[src/rtl/epp_panel_rx.sv]
// epp_panel_rx: panel-side loopback receiver for the EPP source/gate bus.
// Oversamples the panel pins with sys_clk, decodes SPV/CKV/SPH/CL/LE
// framing into a tagged byte stream and keeps per-line/per-frame checks.
module epp_panel_rx #(
    parameter int H_BYTES = 240,
    parameter int V_LINES = 540,
    parameter int XW      = 8,
    parameter int YW      = 10
) (
    input  logic          sys_clk,
    input  logic          sys_nrst,
    input  logic          epd_spv,
    input  logic          epd_ckv,
    input  logic          epd_sph,
    input  logic          epd_cl,
    input  logic          epd_le,
    input  logic [7:0]    epd_d,
    output logic          pix_valid,
    output logic [7:0]    pix_data,
    output logic [XW-1:0] pix_x,
    output logic [YW-1:0] pix_y,
    output logic          line_done,
    output logic          line_err,
    output logic          frame_done,
    output logic          frame_err,
    output logic [15:0]   frame_cnt
);

    typedef enum logic [2:0] {
        IDLE,
        VSTART,
        WAIT_SPH,
        DATA,
        WAIT_LE
    } state_t;

    localparam logic [8:0]    H_CNT  = 9'(H_BYTES);
    localparam logic [YW-1:0] LAST_Y = YW'(V_LINES - 1);

    state_t state;

    // Bit 0 is the first synchronizer flop, bit 1 the usable synchronized
    // level, bit 2 the delayed copy used for edge detection.
    logic [2:0] spv_sr;
    logic [2:0] ckv_sr;
    logic [2:0] cl_sr;
    logic [2:0] le_sr;
    logic [1:0] sph_sr;
    logic [7:0] d_s1;
    logic [7:0] d_s2;

    logic       spv_s;
    logic       sph_s;
    logic       spv_fall;
    logic       ckv_rise;
    logic       cl_rise;
    logic       le_rise;
    logic       row_last;

    logic [8:0] byte_cnt;

    // Synchronize every panel pin; reset values are the idle bus levels so
    // no spurious edge is seen when reset is released on an idle bus.
    always_ff @(posedge sys_clk or negedge sys_nrst) begin
        if (!sys_nrst) begin
            spv_sr <= 3'b111;
            ckv_sr <= 3'b000;
            cl_sr  <= 3'b000;
            le_sr  <= 3'b000;
            sph_sr <= 2'b11;
            d_s1   <= 8'h00;
            d_s2   <= 8'h00;
        end else begin
            spv_sr <= {spv_sr[1:0], epd_spv};
            ckv_sr <= {ckv_sr[1:0], epd_ckv};
            cl_sr  <= {cl_sr[1:0],  epd_cl};
            le_sr  <= {le_sr[1:0],  epd_le};
            sph_sr <= {sph_sr[0],   epd_sph};
            d_s1   <= epd_d;
            d_s2   <= d_s1;
        end
    end

    // Edge detectors and row-limit flag derived from synchronized levels only.
    always_comb begin
        spv_s    = spv_sr[1];
        sph_s    = sph_sr[1];
        spv_fall = ~spv_sr[1] & spv_sr[2];
        ckv_rise = ckv_sr[1] & ~ckv_sr[2];
        cl_rise  = cl_sr[1] & ~cl_sr[2];
        le_rise  = le_sr[1] & ~le_sr[2];
        row_last = (pix_y == LAST_Y);
    end

    // Frame/line decoder with registered strobes, tags and sticky error flags.
    always_ff @(posedge sys_clk or negedge sys_nrst) begin
        if (!sys_nrst) begin
            state      <= IDLE;
            pix_valid  <= 1'b0;
            pix_data   <= 8'h00;
            pix_x      <= '0;
            pix_y      <= '0;
            line_done  <= 1'b0;
            line_err   <= 1'b0;
            frame_done <= 1'b0;
            frame_err  <= 1'b0;
            frame_cnt  <= 16'h0000;
            byte_cnt   <= 9'd0;
        end else begin
            pix_valid  <= 1'b0;
            line_done  <= 1'b0;
            frame_done <= 1'b0;

            if (le_rise && (state != WAIT_LE)) begin
                line_err <= 1'b1;
            end

            case (state)
                IDLE: begin
                    pix_y <= '0;
                    if (spv_fall) begin
                        state <= VSTART;
                    end
                end

                VSTART: begin
                    if (ckv_rise) begin
                        if (!spv_s) begin
                            state <= WAIT_SPH;
                            pix_y <= '0;
                        end else begin
                            state     <= IDLE;
                            frame_err <= 1'b1;
                        end
                    end
                end

                WAIT_SPH: begin
                    if (spv_fall) begin
                        frame_err <= 1'b1;
                        state     <= VSTART;
                    end else if (ckv_rise && row_last) begin
                        frame_err <= 1'b1;
                        state     <= IDLE;
                    end else begin
                        if (ckv_rise) begin
                            pix_y <= pix_y + 1'b1;
                        end
                        if (!sph_s) begin
                            state    <= DATA;
                            pix_x    <= '0;
                            byte_cnt <= 9'd0;
                        end
                    end
                end

                DATA: begin
                    if (cl_rise) begin
                        if (byte_cnt < H_CNT) begin
                            pix_valid <= 1'b1;
                            pix_data  <= d_s2;
                            pix_x     <= XW'(byte_cnt);
                        end
                        if (byte_cnt != 9'h1FF) begin
                            byte_cnt <= byte_cnt + 9'd1;
                        end
                    end
                    if (ckv_rise && row_last) begin
                        frame_err <= 1'b1;
                        state     <= IDLE;
                    end else begin
                        if (ckv_rise) begin
                            pix_y <= pix_y + 1'b1;
                        end
                        if (sph_s) begin
                            state <= WAIT_LE;
                        end
                    end
                end

                WAIT_LE: begin
                    if (le_rise) begin
                        if (byte_cnt == H_CNT) begin
                            line_done <= 1'b1;
                        end else begin
                            line_err <= 1'b1;
                        end
                        if (row_last) begin
                            frame_done <= 1'b1;
                            frame_cnt  <= frame_cnt + 16'd1;
                            state      <= IDLE;
                        end else begin
                            state <= WAIT_SPH;
                            if (ckv_rise) begin
                                pix_y <= pix_y + 1'b1;
                            end
                        end
                    end else if (ckv_rise) begin
                        if (row_last) begin
                            frame_err <= 1'b1;
                            state     <= IDLE;
                        end else begin
                            pix_y <= pix_y + 1'b1;
                        end
                    end
                end

                default: begin
                    state <= IDLE;
                end
            endcase
        end
    end

endmodule
[config.mk]
export PLATFORM = sky130hd
export DESIGN_NAME = epp_panel_rx
export DESIGN_NICKNAME = d
export VERILOG_FILES = /design/src/rtl/epp_panel_rx.sv
export SDC_FILE = /design/constraint.sdc
export NUM_CORES = 1
export LEC_CHECK = 0
export ABC_CLOCK_PERIOD_IN_PS = 2200
export CAP_MARGIN = 5
export CORE_MARGIN = 10
export CORE_UTILIZATION = 48
export DETAILED_ROUTE_END_ITERATION = 10
export GPL_ROUTABILITY_DRIVEN = 1
export GPL_TIMING_DRIVEN = 0
export PLACE_DENSITY = 0.75
export SLEW_MARGIN = 20
export SYNTH_ARGS = -nofsm -noshare
export SYNTH_HDL_FRONTEND = slang
export SYNTH_SLANG_ARGS = --single-unit
[constraint.sdc]
create_clock -name sys_clk -period 2.2 [get_ports sys_clk]
set_clock_uncertainty 0.1 [all_clocks]
set_input_delay 0.66 -clock sys_clk [delete_from_list [all_inputs] [get_ports sys_clk]]
set_output_delay 0.66 -clock sys_clk [all_outputs]
set_load 0.005 [all_outputs]
==> flow_summary.ini <==
[floorplanning]
dieHeight_um = 110
die_x_um = 110
dieArea_sq_mm = 0.0122
initial_core_util_pct = 50.1
core_sq_mm = 0.00785
rows = 32
io_pins = 62

[routing]
via_count = 2953
drc = 0
drt-met1-wl_um = 3790
ant_nets = 0
viasPerCell = 5.58
wl_met2_um = 4190
routed_wl_um = 8570
dr_wl_met3_um = 538
drt-initial-drc-count = 107
wl_per_cell_um = 16.2
dr.pass1.iters = 5
top_layer_used = met4

[final_layout]
area_growth_syn_to_layout_pct = 28.7
drive_gt1_share_pct = 20.4
final_core_util_pct = 64.4
nNetsFinal = 443
diodes = 0
fin_area_sq_mm = 0.00506

[worst_setup_path]
crit_fanout = 9
critPathCaptureType = output pin
worst-path-buf-inv = 1
crit_family = buffers and inverters
cp_slowest_cell = clkdlybuf4s50_1
rrSetupSlack_ns = 0.07
slowest_delay_ns = 0.54
cp.arrival_ns = 1.37
cp-start-kind = flop
critPathKind = flop to output pin
cp_data_required_time_ns = 1.44
worstPathCellList = clkdlybuf4s50_1

[clocking]
cts_num_sinks = 89
clkLatencyLatePin_ns = 0.35
cts_buffers = 9
clock_path_buffers = 2
cts_root_buf = clkbuf_8
htree_num_levels = 3
clkTransAtPathRegs_ns = 0.10
cts_tree = done
ctsHoldBuffers = 0

[grt]
antenna_found_initial = 0
grtUsageTotal_pct = 13.9
gr-total-overflow = 0
grt_max_degree = 61
first_global_vias = 3035
grt_pass1_wl_um = 14800

[synth]
netlist.area_leader.share_pct = 53.5
synth_adder_area_share_pct = 1.91
avgSynthCellArea_sq_um = 11.6
synthXorXnorAreaFrac_pct = 3.34
synth_top_area_cell = dfrtp_1
synth.area.mux_share_pct = 5.41
syn-cell-area_sq_mm = 0.00393
synth_edf_count = 0
ys_seq_area_share_pct = 56.8
synth_compound_area_share_pct = 12.1
synth_nets = 360
yosysUniqueCellTypes = 58
synth_flop_cell = dfrtp_1
synthCells = 339
ys_seq_elements = 89
synth_top_family_by_area = simple AND/OR/NAND/NOR gates
synth-warning-count = 0
synthSimpleGateAreaFrac_pct = 17.4
ys_top_cells_by_area = dfrtp_1, mux2_2, dfstp_2
synthArstFlopShare_pct = 100

[sta]
worst_hold_slack_ns = 0.120
period_share_pct = 97.0
finalMaxSlewViolations = 0
hold_violations = 0
timing.fmax_mhz = 469
relSlewSlack_pct = 65.6
tightest_slew_ns = 0.511
fin_crit_ns = 2.13
setup_viol = 0

[power_and_ir_drop]
peakVddDrop_v = 0.000513
power.leakage_nw = 2.20
total_power_w = 0.00442
power_density_mw_per_mm2 = 875

[outcome]
status = complete, no violations

[place]
portBuffers = 61
dpl-instance-area_sq_mm = 0.00469
place.gp.congestion = 0.876
dp_hpwl_um = 6010

[run]
max_cap_viol_count = 0

[min_path]
hp-class = input pin to async pin
through the flow:
stage,worst slack [ns],setup TNS (ns),std cells
finish,0.0661,0,529
detailed placement,-0.0954,-0.501,503
global placement,-2.73,-237.75,502
global route,-0.00614,-0.00614,529
floorplan,0.124,0,339
CTS,0.0110,0,519
placed cells by master (no fill, tap or decap), types with 2 or more instances in the layout:
cell type        netlist  layout
nor2b_1                5       5
clkbuf_1               5       3
clkbuf_8               0       9
nand2b_1               4       4
xnor2_1               12      12
or4_1                  6       5
o32ai_1                2       2
inv_8                  0       2
mux2_2                15      15
xor2_1                 3       3
nand3_2                0       2
ha_1                   6       5
nor4_1                 3       2
o31ai_1                7       6
and3_1                16      16
mux2_1                 3       3
a21oi_1               19      19
and3_4                 2       2
o41ai_2                1       2
clkdlybuf4s50_1        0      60
dfrtp_2                0       4
or2b_1                 2       2
nand4_1               11      11
inv_1                 11      11
clkbuf_2               0       2
nor2_1                17      17
o21ai_0               13      13
a31oi_1                6       6
inv_6                  0       2
buf_4                  2      12
nand2_1               23      22
buf_2                  6       7
nand3_1               13      11
dfrtp_1               84      80
dfstp_2                5       5
o41ai_1                5       4
nor3_1                 3       3
report_power, final:
part	switching, W	internal [W]	leakage, nW
logic	0.000752	0.000670	0.967
registers	0.0000996	0.00179	1.14
clock network	0.000660	0.000446	0.0970
total	0.00151	0.00291	2.20
worst register-to-register path: stages (launching register included):
cell      delay (ns)
dfrtp_2         0.45
ha_2            0.19
and3_4          0.17
and3_4          0.21
a211o_4         0.36
or4_4           0.48
o311ai_2        0.09
kinds of logic (layout without fill, tap and decap cells):
group           Yosys count  count (layout)
simple gates            117             117
xor+xnor                 15              15
flops                    89              89
compound gates           67              67
fa+ha+maj                 6               6
buf+inv                  26             114
mux                      19              19
state kept, by name, indices dropped and copies added, names as in the netlist:
signal      count
sph_sr          2
frame_done      1
pix_x           8
state           3
d_s2            8
ckv_sr          3
spv_sr          3
pix_y          10
pix_data        8
cl_sr           3
line_err        1
pix_valid       1
line_done       1
d_s1            8
le_sr           3
frame_err       1
frame_cnt      16
byte_cnt        9
layout make-up:
type                            instances  area (sq um)
Buffer                                 15          81.3
Clock buffer                            9           124
Clock inverter                          7          72.6
Fill cell                             631          2790
Inverter                               11          41.3
Multi-Input combinational cell        224          1660
Sequential cell                        89          2240
Tap cell                              102           128
Timing Repair Buffer                   72           708
metal layers:
metal,vias to the layer above,global-route usage [%]
met5,-,0
met4,0,3.45
met3,6,4.38
met2,85,22.3
met1,1464,17.8
li1,1398,-
cell usage after synthesis, types with 2 or more instances:
cell and n:
o32ai_1 2, xor2_1 3, mux2_2 15, or3b_2 2, nand3_1 13, and3_4 2, nor2b_1 5, ha_1 6
and3_1 16, nand4_1 11, o41ai_1 5, nor2_1 17, nand2_1 23, dfstp_2 5, xnor2_1 12, buf_4 2
nor3_1 3, dfrtp_1 84, inv_1 11, buf_2 6, or2b_1 2, clkbuf_1 5, a31oi_1 6, or4_1 6
o31ai_1 7, o21ai_0 13, nor4_1 3, nand2b_1 4, a21oi_1 19, mux2_1 3
repair_timing:
action                     4_1_cts  5_1_grt
setup endpoints to repair       16       38
gates resized for setup          6       18
pin swaps                        0        4
buffers inserted                 0       10
worst paths after layout:
kind,from,to,depth (start not counted)
min in group sys_clk,cl_sr[0],cl_sr[1],0
worst min-delay path,sys_nrst,frame_cnt[9],1
worst min register to register,cl_sr[0],cl_sr[1],0
worst max register to register,pix_y[0],pix_y[2],6
max in group asynchronous,sys_nrst,sph_sr[0],2
worst max-delay path,pix_y[5],pix_y[5],1
(Power assumes the default switching activity.)
